`src/rtl/mx_block_sequencer_pkg.sv`:
```
// mx_pkg: shared types for the MX block sequencer.
// FSM states, job mode typedefs, result widths, timer sizing helper.
package mx_pkg;

  localparam int OUT_W   = 512;
  localparam int SHEXP_W = 8;

  typedef logic [1:0] prec_t;
  typedef logic [1:0] fp_t;

  typedef enum logic [2:0] {
    S_IDLE,
    S_FEED,
    S_DRAIN,
    S_FLUSH,
    S_WAIT_OUT,
    S_HOLD
  } seq_state_t;

  typedef struct packed {
    prec_t prec;
    fp_t   fp;
    prec_t prec_quan;
    fp_t   fp_quan;
  } job_mode_t;

  // Timer wide enough to count the longer wait; never zero width.
  function automatic int tmr_w(input int a, input int b);
    int m;
    m = (a > b) ? a : b;
    return (m < 1) ? 1 : $clog2(m + 1);
  endfunction

endpackage

```
`src/rtl/mx_block_sequencer_if.sv`:
```
// mx_block_sequencer_if: one valid/ready handshake leg.
// master drives valid / samples ready; slave the reverse.
interface mx_block_sequencer_if;

  logic valid;
  logic ready;

  modport master (output valid, input  ready);
  modport slave  (input  valid, output ready);

endinterface

```
`src/rtl/mx_block_sequencer_gate.sv`:
```
// mx_operand_gate: passes one operand stream to the PE for exactly K beats.
// Ports: clk_i/rst_i; i_en (feeding), i_clr (job start), i_k (beat limit);
//   up (slave, from source), dn (master, to PE); o_full_nxt (count hits K
//   after this cycle's accept).
module mx_operand_gate
  import mx_pkg::*;
#(
  parameter int KCNT_W = 8
) (
  input  logic              clk_i,
  input  logic              rst_i,
  input  logic              i_en,
  input  logic              i_clr,
  input  logic [KCNT_W-1:0] i_k,
  mx_block_sequencer_if.slave  up,
  mx_block_sequencer_if.master dn,
  output logic              o_full_nxt
);

  logic [KCNT_W-1:0] r_cnt;
  logic [KCNT_W-1:0] w_cnt_nxt;
  logic              w_room;
  logic              w_fire;

  // Zero-latency pass-through, closed once K beats are in.
  assign w_room   = r_cnt < i_k;
  assign dn.valid = i_en & w_room & up.valid;
  assign up.ready = i_en & w_room & dn.ready;
  assign w_fire   = dn.valid & dn.ready;

  // w_room guarantees no wrap past K.
  assign w_cnt_nxt  = r_cnt + KCNT_W'(w_fire);
  assign o_full_nxt = (w_cnt_nxt == i_k);

  always_ff @(posedge clk_i) begin
    if (rst_i || i_clr) r_cnt <= '0;
    else                r_cnt <= w_cnt_nxt;
  end

endmodule

```
`src/rtl/mx_block_sequencer.sv`:
```
// mx_block_sequencer: job controller for the MX block PE array.
// Ports: cfg_* job descriptor (valid/ready); a_src_*/b_src_* upstream
//   operands; pe_*_valid/ready to PE; pe_*mode latched job modes;
//   pe_send_output_o pulse; pe_out_i/pe_shexp_i PE result; res_* held
//   result (valid/ready); busy_o; job_err_o (kblocks==0 rejected).
module mx_block_sequencer
  import mx_pkg::*;
#(
  parameter int KCNT_W    = 8,
  parameter int DRAIN_CYC = 4,
  parameter int OUT_LAT   = 3
) (
  input  logic               clk_i,
  input  logic               rst_i,
  input  logic               cfg_valid_i,
  output logic               cfg_ready_o,
  input  prec_t              cfg_prec_i,
  input  fp_t                cfg_fp_i,
  input  prec_t              cfg_prec_quan_i,
  input  fp_t                cfg_fp_quan_i,
  input  logic [KCNT_W-1:0]  cfg_kblocks_i,
  input  logic               a_src_valid_i,
  output logic               a_src_ready_o,
  input  logic               b_src_valid_i,
  output logic               b_src_ready_o,
  output logic               pe_a_valid_o,
  input  logic               pe_a_ready_i,
  output logic               pe_b_valid_o,
  input  logic               pe_b_ready_i,
  output prec_t              pe_prec_o,
  output fp_t                pe_fp_o,
  output prec_t              pe_prec_quan_o,
  output fp_t                pe_fp_quan_o,
  output logic               pe_send_output_o,
  input  logic [OUT_W-1:0]   pe_out_i,
  input  logic [SHEXP_W-1:0] pe_shexp_i,
  output logic               res_valid_o,
  input  logic               res_ready_i,
  output logic [OUT_W-1:0]   res_data_o,
  output logic [SHEXP_W-1:0] res_shexp_o,
  output logic               busy_o,
  output logic               job_err_o
);

  localparam int TMR_W = tmr_w(DRAIN_CYC, OUT_LAT);

  seq_state_t         r_state;
  seq_state_t         w_state_nxt;
  logic [TMR_W-1:0]   r_timer;
  logic [KCNT_W-1:0]  r_k;
  job_mode_t          r_mode;
  logic [OUT_W-1:0]   r_res;
  logic [SHEXP_W-1:0] r_shexp;
  logic               r_err;

  logic w_idle;
  logic w_feed;
  logic w_zero;
  logic w_start;
  logic w_a_full;
  logic w_b_full;
  logic w_drain_done;
  logic w_out_done;
  logic w_cap;

  mx_block_sequencer_if u_a_up ();
  mx_block_sequencer_if u_a_dn ();
  mx_block_sequencer_if u_b_up ();
  mx_block_sequencer_if u_b_dn ();

  assign u_a_up.valid  = a_src_valid_i;
  assign a_src_ready_o = u_a_up.ready;
  assign pe_a_valid_o  = u_a_dn.valid;
  assign u_a_dn.ready  = pe_a_ready_i;

  assign u_b_up.valid  = b_src_valid_i;
  assign b_src_ready_o = u_b_up.ready;
  assign pe_b_valid_o  = u_b_dn.valid;
  assign u_b_dn.ready  = pe_b_ready_i;

  assign w_idle  = (r_state == S_IDLE);
  assign w_feed  = (r_state == S_FEED);
  assign w_zero  = (cfg_kblocks_i == '0);
  assign w_start = w_idle & cfg_valid_i & ~w_zero;

  mx_operand_gate #(.KCNT_W(KCNT_W)) u_gate_a (
    .clk_i      (clk_i),
    .rst_i      (rst_i),
    .i_en       (w_feed),
    .i_clr      (w_start),
    .i_k        (r_k),
    .up         (u_a_up),
    .dn         (u_a_dn),
    .o_full_nxt (w_a_full)
  );

  mx_operand_gate #(.KCNT_W(KCNT_W)) u_gate_b (
    .clk_i      (clk_i),
    .rst_i      (rst_i),
    .i_en       (w_feed),
    .i_clr      (w_start),
    .i_k        (r_k),
    .up         (u_b_up),
    .dn         (u_b_dn),
    .o_full_nxt (w_b_full)
  );

  // A zero-length wait still occupies its state for one cycle.
  assign w_drain_done = (DRAIN_CYC == 0) ||
                        (int'(r_timer) == DRAIN_CYC - 1);
  assign w_out_done   = (OUT_LAT == 0) ||
                        (int'(r_timer) == OUT_LAT - 1);
  assign w_cap        = (r_state == S_WAIT_OUT) & w_out_done;

  always_comb begin
    w_state_nxt      = r_state;
    cfg_ready_o      = 1'b0;
    busy_o           = 1'b1;
    pe_send_output_o = 1'b0;
    res_valid_o      = 1'b0;
    unique case (r_state)
      S_IDLE: begin
        cfg_ready_o = 1'b1;
        busy_o      = 1'b0;
        if (w_start) w_state_nxt = S_FEED;
      end
      S_FEED: begin
        if (w_a_full && w_b_full) w_state_nxt = S_DRAIN;
      end
      S_DRAIN: begin
        if (w_drain_done) w_state_nxt = S_FLUSH;
      end
      S_FLUSH: begin
        pe_send_output_o = 1'b1;
        w_state_nxt      = S_WAIT_OUT;
      end
      S_WAIT_OUT: begin
        if (w_out_done) w_state_nxt = S_HOLD;
      end
      S_HOLD: begin
        res_valid_o = 1'b1;
        if (res_ready_i) w_state_nxt = S_IDLE;
      end
      default: w_state_nxt = S_IDLE;
    endcase
  end

  // Timer restarts on every state change.
  always_ff @(posedge clk_i) begin
    if (rst_i) begin
      r_state <= S_IDLE;
      r_timer <= '0;
      r_err   <= 1'b0;
    end else begin
      r_state <= w_state_nxt;
      r_timer <= (w_state_nxt != r_state) ? '0 : r_timer + TMR_W'(1);
      r_err   <= w_idle & cfg_valid_i & w_zero;
    end
  end

  always_ff @(posedge clk_i) begin
    if (rst_i) begin
      r_k    <= '0;
      r_mode <= '0;
    end else if (w_start) begin
      r_k    <= cfg_kblocks_i;
      r_mode <= {cfg_prec_i, cfg_fp_i,
                 cfg_prec_quan_i, cfg_fp_quan_i};
    end
  end

  always_ff @(posedge clk_i) begin
    if (rst_i) begin
      r_res   <= '0;
      r_shexp <= '0;
    end else if (w_cap) begin
      r_res   <= pe_out_i;
      r_shexp <= pe_shexp_i;
    end
  end

  assign pe_prec_o      = r_mode.prec;
  assign pe_fp_o        = r_mode.fp;
  assign pe_prec_quan_o = r_mode.prec_quan;
  assign pe_fp_quan_o   = r_mode.fp_quan;
  assign res_data_o     = r_res;
  assign res_shexp_o    = r_shexp;
  assign job_err_o      = r_err;

endmodule

```
`config.mk`:
```
export PLATFORM = sky130hd
export DESIGN_NAME = mx_block_sequencer
export DESIGN_NICKNAME = d
export VERILOG_FILES = /design/src/rtl/mx_block_sequencer_pkg.sv /design/src/rtl/mx_block_sequencer_if.sv /design/src/rtl/mx_block_sequencer_gate.sv /design/src/rtl/mx_block_sequencer.sv
export SDC_FILE = /design/constraint.sdc
export NUM_CORES = 1
export LEC_CHECK = 0
export CAP_MARGIN = 30
export CORE_AREA = 5 5 423 425
export DETAILED_ROUTE_END_ITERATION = 10
export DIE_AREA = 0 0 428 430
export SETUP_SLACK_MARGIN = 0.3
export SYNTH_ARGS = -nofsm -noshare
export SYNTH_HDL_FRONTEND = slang
export SYNTH_SLANG_ARGS = --single-unit
```
`constraint.sdc`:
```
create_clock -name clk_i -period 5.4 [get_ports clk_i]
set_clock_uncertainty 0.15 [all_clocks]
set_input_delay 1.62 -clock clk_i [delete_from_list [all_inputs] [get_ports clk_i]]
set_output_delay 1.62 -clock clk_i [all_outputs]
set_load 0.005 [all_outputs]
```
== Word-level counts from Yosys, hierarchy flattened ==
Index checks and enable logic that the tools add are counted.

* Register bits after elaboration: 559
* Input port bits: 544
* Output and inout bits: 537
* Logic and storage cells: 55

* $add $sub $neg: 3
* $lt $le $gt $ge: 2
* Equality and inequality tests: 10
* Muxes and demuxes: 10
* Bitwise logic cells: 13
* Reduce and logical (&&, ||, !) cells: 5

{| class="wikitable"
|+ Operators by type and width
! operator !! count
|-
| case mux 3 bit (6 select lines) || 1
|-
| adder 8 x 1 -> 8 bit || 2
|-
| == test 8 bit || 2
|-
| less-than comparator 8 bit || 2
|-
| 2-to-1 mux 3 bit || 5
|-
| AND 1 bit || 12
|-
| == test 3 bit (second input constant) || 4
|-
| zero test 8 bit || 1
|-
| == test 3 x 2 -> 1 bit (second input constant) || 2
|-
| 2-to-1 mux 1 bit || 4
|-
| adder 3 x 1 -> 3 bit (second input constant) || 1
|-
| == test 3 x 1 -> 1 bit (second input constant) || 1
|-
| zero test 3 bit || 1
|-
| != test 3 bit || 1
|-
| OR reduction 2 bit || 1
|-
| logical AND 1 bit || 1
|-
| logical OR 1 bit || 1
|-
| inverter 1 bit || 1
|}

== Depth between registers and ports, before layout ==
Gate-level depths: netlist of run 1.

* Depth in word-level cells: 11
* Mapped depth: 15
* Depth with buffers taken out: 15

== Modules after synthesis ==
From an unflattened synthesis of run 1, not the netlist that was laid out.

* Cell total of the unflattened synthesis: 2,556
* Area total of the unflattened synthesis: 20,613.5 um^2

{| class="wikitable"
|+ By module, submodules not included
! module !! times used !! cells each !! area each (um^2) !! sequential area each (um^2)
|-
| mx_block_sequencer || 1 || 2,358 || 19,087.1 || 10,870.4
|-
| mx_operand_gate || 2 || 99 || 763.2 || 160.2
|}

== Worst setup path after synthesis of run 1 ==
Ideal clock, no wire load.

* Path kind: input to register
* From: input pe_a_ready_i
* To: register r_timer[0]
* Setup time: 133 ps
* Data arrival time: 3,343 ps
* Required time: 5,117 ps
* Slack: 1,774 ps
* Stages: 10
* Path buffers: 0
* Cells stage by stage: nand3_1 a21oi_1 ha_1 ha_1 nand3_1 xor2_1 or3_1 a22o_1 nor4_4 a211oi_1

* Longest elaborated chain between the ends: 8

{| class="wikitable"
|+ Ends and longest elaborated chain
! element !! RTL line !! source
|-
| start: declaration || mx_block_sequencer.sv:27 || <nowiki>input logic pe_a_ready_i,</nowiki>
|-
| AND 1 bit || mx_block_sequencer_gate.sv:29 || <nowiki>assign w_fire = dn.valid & dn.ready;</nowiki>
|-
| adder 8 x 1 -> 8 bit || mx_block_sequencer_gate.sv:32 || <nowiki>assign w_cnt_nxt = r_cnt + KCNT_W'(w_fire);</nowiki>
|-
| == test 8 bit || mx_block_sequencer_gate.sv:33 || <nowiki>assign o_full_nxt = (w_cnt_nxt == i_k);</nowiki>
|-
| logical AND 1 bit || mx_block_sequencer.sv:128 || <nowiki>if (w_a_full && w_b_full) w_state_nxt = S_DRAIN;</nowiki>
|-
| 2-to-1 mux 3 bit || mx_block_sequencer.sv:128 ||
|-
| case mux 3 bit (6 select lines) || mx_block_sequencer.sv:121 || <nowiki>unique case (r_state)</nowiki>
|-
| != test 3 bit || mx_block_sequencer.sv:156 || <nowiki>r_timer <= (w_state_nxt != r_state) ? '0 : r_timer + TMR_W'(1);</nowiki>
|-
| OR reduction 2 bit (no line) || -- ||
|-
| end signal: assignment || mx_block_sequencer.sv:156 ||
|-
| end: declaration || mx_block_sequencer.sv:49 || <nowiki>logic [TMR_W-1:0] r_timer;</nowiki>
|}

Every way passes these cells.
A chain may end at the register's enable or synchronous reset.

== Worst setup path after layout of run 1 ==
* From: register u_gate_a.r_cnt[1]
* To: output pe_a_valid_o

* Longest elaborated chain between the ends: 3

{| class="wikitable"
|+ Ends and longest elaborated chain
! element !! RTL line !! source
|-
| start: declaration || mx_block_sequencer_gate.sv:20 || <nowiki>logic [KCNT_W-1:0] r_cnt;</nowiki>
|-
| start signal: assignment || mx_block_sequencer_gate.sv:37 || <nowiki>else r_cnt <= w_cnt_nxt;</nowiki>
|-
| less-than comparator 8 bit || mx_block_sequencer_gate.sv:26 || <nowiki>assign w_room = r_cnt < i_k;</nowiki>
|-
| AND 1 bit (2 in a row) || mx_block_sequencer_gate.sv:27 || <nowiki>assign dn.valid = i_en & w_room & up.valid;</nowiki>
|-
| end: declaration || mx_block_sequencer.sv:26 || <nowiki>output logic pe_a_valid_o,</nowiki>
|}

Every way passes these cells.

==> results of run 1 <==
power by group:
group          switching, mW  leakage (nW)  internal, mW
Clock                   2.05          1.12          2.72
Sequential            0.0247          4.50          4.15
Combinational          0.299          5.68         0.465
path summary, 6_finish.rpt:
check / end / slack (ns) / cells past startpoint
max: pe_a_valid_o / 0.40 / 7
min: res_data_o[311] / 0.30 / 2
max reg2reg: r_state[0] / 1.31 / 14
min reg2reg: res_data_o[311] / 0.30 / 2
metal layers:
metal	vias to the layer above	global-route usage [%]	wire length (um)
met1	10320	14.99	49780
met4	2	5.332	5050
met3	174	5.079	11730
met2	809	22.28	62290
met5	-	0	13
li1	10140	-	-
critical path, delay by kind of cell, from the launching register on:
kind / cells / cell delay, ns
AO/OA/AOI/OAI: 5 / 1.21
buffers and inverters: 1 / 0.61
flip-flops: 1 / 0.45
adder cells (fa/ha/maj): 1 / 0.28
layout make-up:
type / count / area, sq um
diodes: 6 / 15.01
clock buffers: 109 / 2111
clock inverters: 21 / 176.4
fillers: 19560 / 139500
inverters: 14 / 52.55
multi-input cells: 1759 / 7874
flip-flops and latches: 559 / 11190
well taps: 2340 / 2928
repair buffers: 1102 / 11110
logic make-up after synthesis:
family / count (synthesis) / share of synthesized area, %
muxes: 8 / 0.4045
buffers and inverters: 195 / 3.767
xor gates and xnor gates: 7 / 0.3097
AOI/OAI and AO/OA: 578 / 15.25
and+or+nand+nor: 1145 / 22.42
adders and majority gates: 21 / 1.327
DFF: 559 / 56.53
through the flow:
step | utilization [%] | power (mW) | hold slack, ns | setup slack (ns)
floorplan | - | 4.471 | 0.2722 | 1.774
global placement | 18.95 | 5.024 | 0.2910 | 0.5588
detailed placement | 18.95 | 5.025 | 0.2953 | 0.5851
CTS | 20.26 | 9.917 | 0.3030 | 0.3731
global route | 20.26 | 10.12 | 0.3170 | 0.3369
finish | 20.26 | 9.708 | 0.3016 | 0.3966
flip-flops by register name, indices dropped and copies added, names as in the netlist:
name            count
r_timer             3
pe_fp_o             2
pe_prec_o           2
pe_fp_quan_o        2
job_err_o           1
pe_prec_quan_o      2
r_k                 8
u_gate_b.r_cnt      8
r_state             3
res_data_o        512
res_shexp_o         8
u_gate_a.r_cnt      8
synth_stat cells (2+ instances only):
master       n  share of area (%)
a211o_1      2              0.088
a211oi_1     6               0.23
a21o_1       6               0.23
a21oi_1    537                 14
a221oi_1     2              0.088
a22o_1       3               0.13
and2_1       5               0.16
and3_1       4               0.13
buf_2        3              0.076
clkbuf_1   176                3.3
dfxtp_1    559                 57
ha_1        21                1.3
inv_1       13               0.25
mux2i_1      8               0.40
nand2_1   1052                 20
nand2b_1     3              0.095
nand3_1     13               0.33
nand4_1      2              0.063
nor2_1      40               0.76
nor3_1       8               0.20
nor4_1       2              0.063
o211a_1      2               0.10
o21a_1       4               0.15
o21ai_0      4               0.10
o31ai_1      2              0.076
or2_2        2              0.063
or3_1        4               0.13
xnor2_1      3               0.13
xor2_1       4               0.18
cell usage in the layout (no fill, tap or decap), types with 5 or more instances in the layout:
master           count
nand3_1             13
clkinv_2             9
a21oi_1            537
mux2i_1              8
buf_12              10
a211oi_1             6
buf_4               12
nand2_1           1052
dfxtp_1            559
clkbuf_1            20
clkbuf_8            17
inv_6                6
clkbuf_16           72
diode_2              6
inv_1               13
and2_1               5
a21o_1               6
nor3_1               8
ha_1                21
clkdlybuf4s50_1   1079
nor2_1              40
==> flow_summary.toml, run 1 <==
[global_route]
grt_util_all_layers_pct = 13.21
grt_max_degree = 175
grt-ovfl-total = 0
grt_first_pass_wirelength_mm = 171.5
grt_pass1_vias = 20710
antenna_found_initial = 26

[outcome]
status = "finished clean"

[setup_path]
path_max_fanout = 5
timing.rr.start = "u_gate_a.r_cnt[1]"
crit_type = "flip-flop to output port"
endpoint_kind = "output port"
slowest_stage = "clkdlybuf4s50_1"
critPathLaunchType = "flip-flop"
worstSetupStartpoint = "u_gate_a.r_cnt[1]"
arrival_ns = 3.23
crit_chain = "ha_1 -> a21o_1 -> a21o_1 -> a21o_1 -> a211o_1 -> a21oi_1 -> clkdlybuf4s50_1"
required_ns = 3.63
cpMostUsedCell = "a21o_1"
slowest_delay_ns = 0.61

[floorplanning]
pin_count = 1081
num_rows = 154
dieArea_sq_mm = 0.1840
core_area_sq_mm = 0.1750
start_util_pct = 11.32
fp.dieH_um = 430
die_w_um = 428

[synth]
synth_edf_count = 0
syn_area_sq_mm = 0.01980
yosysSeqAreaShare_pct = 56.53
syn_nets = 3078
syn-mean-instance-area_sq_um = 7.878
synth-seq-cells = 559
synth_cell_types = 52
async_flop_share_pct = 0
yosys_warnings = 0
syn_inst = 2513
dominantRegCellSynth = "dfxtp_1"

[min_path]
worstHoldStart = "res_data_o[311]"
hold_class = "flip-flop to flip-flop"

[finish]
stdcell_count = 5910
nets = 4072
drive_gt1_share_pct = 4.040
area_growth_pct = 79.08
final_cell_area_sq_mm = 0.03545

[sta]
period_share_pct = 92.66
slew_viol_final = 0
relSlewSlack_pct = 20.10
tightest_slew_ns = 1.199
hold_violations = 0
setup_viol = 0
max_freq_mhz = 199.9
rsz0062_at_grt = "false"
setup_tns_ns = 0
final.min_clock_period_ns = 5.003

[pwr]
ir_worst_vdd_v = 0.0001973
powerDensity_mw_per_mm2 = 273.8
leakage_nw = 11.30

[job]
cap_violations = 0

[clocking]
cts.clk_slew.worst_paths_ns = 0.06
cts_htree_levels = 3
cts_tree = "yes"
cts_resized = 0
cts_sinks = 559
clock_latency_ns = 0.67
postCtsHoldBufs = 0
cts-root-buf = "clkbuf_16"
cts_buffer_depth = 3
post_cts_buffers = 0
cts_buffers = 71

[placed_design]
place_area_sq_mm = 0.03315
dp.cells = 5774
hpwl_mm = 102.6
gp_congestion = 0.9375
port_buffers = 1080

[routing]
drc = 0
avgRoutedWirePerCell_um = 21.80
routed_wl_mm = 128.9
routed_via_density = 3.628
drt_pre_antenna_iters = 5
antenna_left = 0
via_count = 21440
dr.first_iter.drc_count = 1392
No activity file was read; power rests on OpenSTA's default activity.
==> inputs of run 2 (changes only) <==
Settings changed: CAP_MARGIN 30 to not set, CORE_AREA 5 5 423 425 to 5 5 418 420, CTS_BUF_LIST set to sky130_fd_sc_hd__clkbuf_4 sky130_fd_sc_hd__clkbuf_8, DIE_AREA 0 0 428 430 to 0 0 423 425.
==> flow_summary.toml, run 2 (synthesis gave the netlist of run 1 again) <==
[placed_design]
gp_congestion = 0.9065
port_buffers = 1080
dp.cells = 5662
hpwl_mm = 98.53
place_area_sq_mm = 0.03299

[sta]
tightest_slew_ns = 0.9176
max_freq_mhz = 204.6
slew_viol_final = 0
hold_violations = 0
period_share_pct = 90.51
relSlewSlack_pct = 38.83
final.min_clock_period_ns = 4.888
setup_tns_ns = 0
rsz0062_at_grt = "false"
setup_viol = 0

[setup_path]
slowest_stage = "clkdlybuf4s50_1"
crit_type = "flip-flop to output port"
required_ns = 3.63
timing.rr.start = "u_gate_a.r_cnt[1]"
path_delay_family = "compound AO/OA/AOI/OAI gates"
endpoint_kind = "output port"
r2r_slack_ns = 1.55
cp_num_buf_inv = 1
critPathLaunchType = "flip-flop"
slowest_delay_ns = 0.53
ff2ff_path_depth = 14
path_max_fanout = 5
cpMostUsedCell = "a21o_1"
crit_chain = "ha_1 -> a21o_1 -> a21o_1 -> a21o_1 -> a211o_1 -> a21oi_2 -> clkdlybuf4s50_1"
regToRegEndpoint = "r_timer[1]"
arrival_ns = 3.12

[finish]
layout_common_cells = "clkdlybuf4s50_1 (1078), nand2_1 (1052), dfxtp_1 (559)"
nets = 4104
largest_register_ff_count = 512
final_cell_area_sq_mm = 0.03548
stdcell_count = 5862
mostFrequentLayoutCell = "clkdlybuf4s50_1"
finish.utilization_pct = 20.80
area_growth_pct = 79.21
drive_gt1_share_pct = 6.136

[clocking]
clock_latency_ns = 0.85
cts.clk_slew.worst_paths_ns = 0.06
cts_tree = "yes"
cts_sinks = 559
post_cts_buffers = 0
postCtsHoldBufs = 0
cts-root-buf = "clkbuf_8"
cts_buffers = 108
cts_htree_levels = 3
cts_buffer_depth = 3

[routing]
avgRoutedWirePerCell_um = 21.45
drc = 0
drt_pre_antenna_iters = 5
dr.first_iter.drc_count = 1429
routed_via_density = 3.682
via_count = 21590
routed_wl_mm = 125.7
antenna_left = 0

[pwr]
leakage_nw = 11.47
ir_worst_vdd_v = 0.0001847
powerDensity_mw_per_mm2 = 275.2

[min_path]
hold_depth = 1
worstHoldStart = "r_timer[0]"
hold_class = "flip-flop to flip-flop"
hold_end = "r_timer[0]"

[floorplanning]
fp.dieH_um = 425
start_util_pct = 11.61
num_rows = 152
dieArea_sq_mm = 0.1798
pin_count = 1081
core_area_sq_mm = 0.1706
die_w_um = 423

[global_route]
grt_max_degree = 157
grt-ovfl-total = 0
antenna_found_initial = 66
grt_pass1_vias = 20740
grt_first_pass_wirelength_mm = 168.2
grt_util_all_layers_pct = 13.20

[outcome]
status = "finished clean"

[job]
cap_violations = 0
run 2: changes by cell type in the layout (fill, tap and decap cells not counted), sizes merged, moves of 2 or more:
cell and change:
clkinvlp -2, clkbuf +56, clkinv +4, bufinv +4
inv -3, buf -5, diode +5
run 2: per-layer routing:
layer  global-route usage [%]  wire [um]  vias to the layer above
li1                         -          -                    10220
met4                    4.232       4617                       12
met5                        0         80                        -
met2                    23.06      62020                      903
met3                    5.663      12190                      279
met1                    14.43      46810                    10170
run 2: final cells by class:
class / instances / area, sq um
repair buffers: 1097 / 11080
fillers: 18870 / 135100
well taps: 2233 / 2794
clock buffers: 165 / 2115
inverters: 14 / 52.55
diodes: 11 / 27.53
clock inverters: 24 / 326.6
multi-input cells: 1759 / 7891
flip-flops and latches: 559 / 11190
run 2: report_power, final:
group	internal, mW	leakage [nW]	total, mW	switching (mW)
clock network	2.71	1.29	4.83	2.12
logic	0.464	5.68	0.756	0.293
registers	4.15	4.50	4.18	0.0278
total	7.33	11.5	9.77	2.44
run 2: worst max-delay path by stage:
| stage | startpoint | end | slack [ns] | depth (start not counted) |
|---|---|---|---|---|
| CTS | r_k[1] | pe_b_valid_o | 0.28 | 8 |
| global route | r_k[1] | pe_a_valid_o | 0.32 | 8 |
| finish | u_gate_a.r_cnt[1] | pe_a_valid_o | 0.51 | 7 |
| floorplan | pe_a_ready_i | r_timer[0] | 1.77 | 10 |
| global placement | b_src_valid_i | pe_b_valid_o | 0.68 | 4 |
| detailed placement | b_src_valid_i | pe_b_valid_o | 0.71 | 4 |
run 2: metrics by stage:
stage / hold WS, ns / total power, mW / setup slack (ns)
floorplan: 0.2722 / 4.471 / 1.774
global placement: 0.2882 / 5.013 / 0.6832
detailed placement: 0.2919 / 5.017 / 0.7103
CTS: 0.3006 / 9.997 / 0.2811
global route: 0.3167 / 10.22 / 0.3175
finish: 0.2983 / 9.766 / 0.5125
run 2: timing repair:
item | CTS | global route
resized for setup | 2 | 3
setup endpoints to repair | 2 | 2
cloned | 0 | 0
pin swaps | 0 | 3
